`src/rtl/sr_flag_pkg.sv`:
```
// ---------------------------------------------------------------------------
// sr_flag_pkg
// Shared definitions for the sr_flag_bank set/reset flag bank.
//   sr_mode_e : behaviour of a flag channel when set and reset are both high
//   SR_MAX_N  : largest supported number of flag channels
// ---------------------------------------------------------------------------
package sr_flag_pkg;

  localparam int SR_MAX_N = 32;

  typedef enum logic [1:0] {
    SR_SET_DOM = 2'd0,  // set wins
    SR_RST_DOM = 2'd1,  // reset wins
    SR_HOLD    = 2'd2,  // keep previous value
    SR_TOGGLE  = 2'd3   // invert previous value
  } sr_mode_e;

endpackage : sr_flag_pkg

```
`src/rtl/sr_cell.sv`:
```
// ---------------------------------------------------------------------------
// sr_cell
// One clocked set/reset flag channel.
// Ports:
//   clk_i   : clock, rising edge
//   rst_i   : synchronous reset, active-high (q_o -> 0)
//   s_i     : set request
//   r_i     : reset request
//   clr_i   : read-clear request; lowest priority, ignored while s_i=1
//   mode_i  : action taken when s_i and r_i are both high
//   q_o     : registered flag state
// ---------------------------------------------------------------------------
module sr_cell
  import sr_flag_pkg::*;
(
  input  logic     clk_i,
  input  logic     rst_i,
  input  logic     s_i,
  input  logic     r_i,
  input  logic     clr_i,
  input  sr_mode_e mode_i,
  output logic     q_o
);

  logic q_q;
  logic q_d;

  always_comb begin
    q_d = q_q;
    unique case ({s_i, r_i})
      2'b11: begin
        unique case (mode_i)
          SR_SET_DOM: q_d = 1'b1;
          SR_RST_DOM: q_d = 1'b0;
          SR_HOLD:    q_d = q_q;
          SR_TOGGLE:  q_d = ~q_q;
          default:    q_d = q_q;
        endcase
      end
      2'b10:   q_d = 1'b1;
      2'b01:   q_d = 1'b0;
      default: begin
        // Read-clear only acts when no set arrives this cycle, so an event
        // landing on the read cycle survives into the next snapshot.
        if (clr_i) q_d = 1'b0;
      end
    endcase
  end

  always_ff @(posedge clk_i) begin
    if (rst_i) q_q <= 1'b0;
    else       q_q <= q_d;
  end

  assign q_o = q_q;

endmodule : sr_cell

```
`src/rtl/sr_flag_bank.sv`:
```
// ---------------------------------------------------------------------------
// sr_flag_bank
// Bank of N clocked set/reset flags with masked interrupt, a one-cycle
// snapshot read (optionally clear-on-read) and an optional saturating
// counter of cycles in which any channel saw set and reset together.
//
// Build option: define SR_CONFLICT_CNT_EN to build the conflict counter;
// otherwise conflict_cnt is tied to 0 (port list unchanged).
//
// Parameters:
//   N         : number of flag channels (1..SR_MAX_N)
//   MODE      : channel behaviour when s=r=1
//   CLR_ON_RD : 1 = flags returned by a read are cleared at capture
//   CNT_W     : conflict counter width
// Ports:
//   clk           : clock, rising edge
//   rst           : synchronous reset, active-high
//   s, r          : per-channel set / reset
//   irq_mask      : 1 = channel contributes to irq
//   q, qn         : flag state and its complement
//   irq           : |(q & irq_mask), from registers
//   rd_req        : snapshot request
//   rd_valid      : pulses the cycle after rd_req
//   rd_data       : snapshot of q taken on the rd_req cycle (held otherwise)
//   conflict_cnt  : saturating count of cycles with any s&r
//
// Read handshake: rd_req high at edge k produces rd_valid high for exactly
// the cycle after edge k with rd_data = q as it was before edge k. There is
// no backpressure; every request cycle yields one valid cycle.
// ---------------------------------------------------------------------------
module sr_flag_bank
  import sr_flag_pkg::*;
#(
  parameter int       N         = 8,
  parameter sr_mode_e MODE      = SR_SET_DOM,
  parameter int       CLR_ON_RD = 1,
  parameter int       CNT_W     = 8
) (
  input  logic             clk,
  input  logic             rst,
  input  logic [N-1:0]     s,
  input  logic [N-1:0]     r,
  input  logic [N-1:0]     irq_mask,
  output logic [N-1:0]     q,
  output logic [N-1:0]     qn,
  output logic             irq,
  input  logic             rd_req,
  output logic             rd_valid,
  output logic [N-1:0]     rd_data,
  output logic [CNT_W-1:0] conflict_cnt
);

  logic [N-1:0] flag_q;
  logic [N-1:0] clr_vec;

  logic         rd_valid_q;
  logic         rd_valid_d;
  logic [N-1:0] rd_data_q;
  logic [N-1:0] rd_data_d;

  // Only channels that are 1 in the snapshot get cleared; the cell itself
  // lets a same-cycle set override this.
  always_comb begin
    clr_vec = '0;
    if ((CLR_ON_RD != 0) && rd_req) clr_vec = flag_q;
  end

  for (genvar i = 0; i < N; i++) begin : g_cell
    sr_cell u_cell (
      .clk_i  (clk),
      .rst_i  (rst),
      .s_i    (s[i]),
      .r_i    (r[i]),
      .clr_i  (clr_vec[i]),
      .mode_i (MODE),
      .q_o    (flag_q[i])
    );
  end

  assign q   = flag_q;
  assign qn  = ~flag_q;
  assign irq = |(flag_q & irq_mask);

  // Snapshot path
  always_comb begin
    rd_valid_d = rd_req;
    rd_data_d  = rd_data_q;
    if (rd_req) rd_data_d = flag_q;
  end

  // A request coinciding with reset is dropped along with everything else.
  always_ff @(posedge clk) begin
    if (rst) begin
      rd_valid_q <= 1'b0;
      rd_data_q  <= '0;
    end else begin
      rd_valid_q <= rd_valid_d;
      rd_data_q  <= rd_data_d;
    end
  end

  assign rd_valid = rd_valid_q;
  assign rd_data  = rd_data_q;

`ifdef SR_CONFLICT_CNT_EN
  logic [CNT_W-1:0] cnt_q;
  logic [CNT_W-1:0] cnt_d;

  // Saturating at all-ones; only reset brings it back to zero.
  always_comb begin
    cnt_d = cnt_q;
    if ((|(s & r)) && (cnt_q != {CNT_W{1'b1}})) cnt_d = cnt_q + CNT_W'(1);
  end

  always_ff @(posedge clk) begin
    if (rst) cnt_q <= '0;
    else     cnt_q <= cnt_d;
  end

  assign conflict_cnt = cnt_q;
`else
  assign conflict_cnt = '0;
`endif

endmodule : sr_flag_bank
```
`config.mk`:
```
export PLATFORM = sky130hd
export DESIGN_NAME = sr_flag_bank
export DESIGN_NICKNAME = d
export VERILOG_FILES = /design/src/rtl/sr_flag_pkg.sv /design/src/rtl/sr_cell.sv /design/src/rtl/sr_flag_bank.sv
export SDC_FILE = /design/constraint.sdc
export NUM_CORES = 1
export LEC_CHECK = 0
export ABC_AREA = 1
export CAP_MARGIN = 10
export CORE_MARGIN = 1
export CORE_UTILIZATION = 35
export CTS_BUF_LIST = sky130_fd_sc_hd__clkbuf_4 sky130_fd_sc_hd__clkbuf_8
export DETAILED_ROUTE_END_ITERATION = 10
export PLACE_DENSITY = 0.93
export SETUP_SLACK_MARGIN = 0.5
export SLEW_MARGIN = 30
export SYNTH_ARGS = -nofsm -noshare
export SYNTH_HDL_FRONTEND = slang
export SYNTH_SLANG_ARGS = --single-unit
```
`constraint.sdc`:
```
create_clock -name clk -period 1.6 [get_ports clk]
set_input_delay 0.24 -clock clk [delete_from_list [all_inputs] [get_ports clk]]
set_output_delay 0.24 -clock clk [all_outputs]
set_load 0.05 [all_outputs]
```
==> results.toml <==
[timing]
fin_crit_sh_pct = 84.4
drv_slew = 0
period_needed_ns = 1.35
setup_tns_ns = 0
setup_viol = 0
hold_viol = 0
fmax_mhz = 740
rsz0062_at_grt = "yes"
skew_ns = 0.00518

[placed_design]
place_hpwl_mm = 1.62
gp_congestion = 0.705
numPortBuffers = 52

[detailed_routing]
dr.pass1.iters = 4
wirelength_mm = 2.17
postRouteAntennaNets = 0
wl_per_cell_um = 11.3
drtIter0Drc = 18
drc = 0
viasPerCell = 4.38
num_vias = 846

[synthesis]
ys_ff_latch = 17
synth_cells = 110
synth.cell_area_um2 = 816
ys_warn_count = 0
ys_seq_area_share_pct = 41.7
syn_avg_cell_area_um2 = 7.42
synthDistinctLibCells = 15

[final_layout]
fin_util_pct = 65.3
fin_nets = 193
syn_to_final_growth_pct = 77.0
nFillCells = 197
layout-drive-gt1-share_pct = 38.8
antenna_cells = 0

[die]
start_util_pct = 36.9
rows = 17
dieWidth_um = 50.3
io_pins = 61
core_um2 = 2210
dieArea_um2 = 2530
die_h_um = 50.3

[clock_network]
cts.sinks = 17
cts_tree = "done"
root_buffer = "clkbuf_4"
insertion_delay_ns = 0.29
cts_buffer_depth = 2
clk_pin_slew_ns = 0.10
htreeDepth = 1
cts_made_buffers = 3

[critical_path]
cp_cell_sequence = "nand2_1 -> nand2_1 -> nor2_1 -> nand2_1 -> buf_12"
slowest_stage = "dfxtp_4"
critical_path_required_ns = 1.36
cp_max_fo = 4
cpMostUsedCell = "nand2_1"
crit_family = "flip-flops"
endpoint_kind = "output pin"
crit_path_max_incr_delay_ns = 0.37
startpoint_type = "flop"
critical_path_arrival_ns = 1.11
crit_type = "reg -> out"
cp.buffers_inverters = 1

[global_route]
track_usage_pct = 17.6
gr-total-overflow = 0
grt_pass1_vias = 849
grt_max_degree = 11
grt_pass1_wl_mm = 3.32
antenna_found_initial = 0

[power_and_ir_drop]
vdd.ir_drop.worst_mv = 0.439
leakagePower_nw = 0.719
power_density_nw_per_um2 = 805

[worst_hold_path]
min_path_type = "in -> reg"

[job]
drv_cap = 0

[run_status]
status = "finished clean"
## repair_timing
item                                    CTS  global route
endpoints found under the setup margin   18            31
hold buffers                              0             0
gates resized for setup                  31            24
pin swaps                                 5             0
setup buffers                             3             3
endpoints found under the hold margin     0             0
## state kept, by name (all words and copies together), names as in the netlist
signal / cells
rd_data: 8
g_cell.u_cell.q_o: 8
rd_valid: 1
## path summary, 6_finish.rpt
| kind | slack (ns) | end | cells past startpoint | start |
|---|---|---|---|---|
| hold reg to reg | 0.51 | g_cell[3].u_cell.q_o$_SDFFE_PP0P_ | 2 | g_cell[3].u_cell.q_o$_SDFFE_PP0P_ |
| hold / removal | 0.35 | rd_data[6]$_SDFFE_PP0P_ | 2 | rd_req |
| setup reg to reg | 0.78 | rd_data[6]$_SDFFE_PP0P_ | 4 | g_cell[6].u_cell.q_o$_SDFFE_PP0P_ |
| setup / recovery | 0.25 | irq | 5 | g_cell[4].u_cell.q_o$_SDFFE_PP0P_ |
## per-layer routing
| layer | share of wire, % | vias up | global-route usage [%] |
|---|---|---|---|
| met5 | 0 | - | 0 |
| met2 | 57 | 39 | 34.9 |
| li1 | - | 424 | - |
| met4 | 0.64 | 0 | 7.62 |
| met3 | 5.2 | 2 | 3.33 |
| met1 | 37 | 381 | 17.2 |
## worst reg2reg max path, stage by stage (launching register included)
cell and delay, ns:
dfxtp_2 0.34, buf_4 0.13, inv_2 0.05, buf_4 0.12
a21oi_1 0.12
## logic make-up (layout without fill, tap and decap cells)
family          after synthesis  in the layout  share of synthesized area [%]
other cells                   1              8                          0.460
buf+inv                      44             92                           29.0
compound gates               24             24                           16.6
flops                        17             17                           41.7
simple gates                 24             24                           12.3
## layout by cell type, fill, tap and decap left out
cell type	count
clkinv_2	1
clkdlybuf4s50_1	22
buf_8	7
nand2_1	13
buf_12	1
conb_1	8
inv_1	17
o21ai_0	6
a21oi_1	14
nand3_1	8
buf_6	16
dfxtp_2	9
dfxtp_1	6
inv_2	7
inv_4	2
dlymetal6s2s_1	1
buf_4	12
a21oi_2	2
o21ai_2	2
nor2_1	3
clkbuf_4	3
dlygate4sd2_1	3
dfxtp_4	2
## synth_stat cells
master | n | share of area [%]
nand3_1 | 8 | 4.9
a21oi_1 | 14 | 8.6
a21oi_2 | 2 | 2.1
inv_2 | 1 | 0.46
buf_4 | 16 | 15
inv_4 | 1 | 0.77
buf_2 | 1 | 0.61
nor2_1 | 3 | 1.4
conb_1 | 1 | 0.46
inv_1 | 24 | 11
buf_6 | 1 | 1.4
o21ai_2 | 2 | 2.1
o21ai_0 | 6 | 3.7
nand2_1 | 13 | 6.0
dfxtp_1 | 17 | 42
## metrics by stage
step / hold slack (ns) / total power [mW] / cell area [um^2] / cells / setup slack (ns)
2_1_floorplan: 0.374 / 0.758 / 842 / 117 / 0.542
3_3_place_gp: 0.489 / 0.881 / 1240 / 183 / 0.230
4_1_cts: 0.476 / 1.14 / 1350 / 190 / 0.236
5_1_grt: 0.378 / 1.21 / 1440 / 193 / 0.179
6_report: 0.352 / 1.16 / 1440 / 193 / 0.249
3_5_place_dp: 0.496 / 0.887 / 1240 / 183 / 0.219
## where the power goes
group	internal, mW	leakage (nW)	switching, mW
clock network	0.0929	0.0177	0.139
logic	0.183	0.556	0.274
registers	0.452	0.145	0.0224
## cell type report
| cell class | instances | area, um^2 | share of cell area [%] |
|---|---|---|---|
| clock buffer | 3 | 22.5 | 1.56 |
| tap | 28 | 35.0 | 2.43 |
| clock inverter | 1 | 5.00 | 0.347 |
| inverter | 26 | 103 | 7.11 |
| multi-input combinational | 56 | 265 | 18.4 |
| sequential | 17 | 359 | 24.9 |
| timing repair buffer | 62 | 654 | 45.3 |
Power figures use the tool's default switching activity.
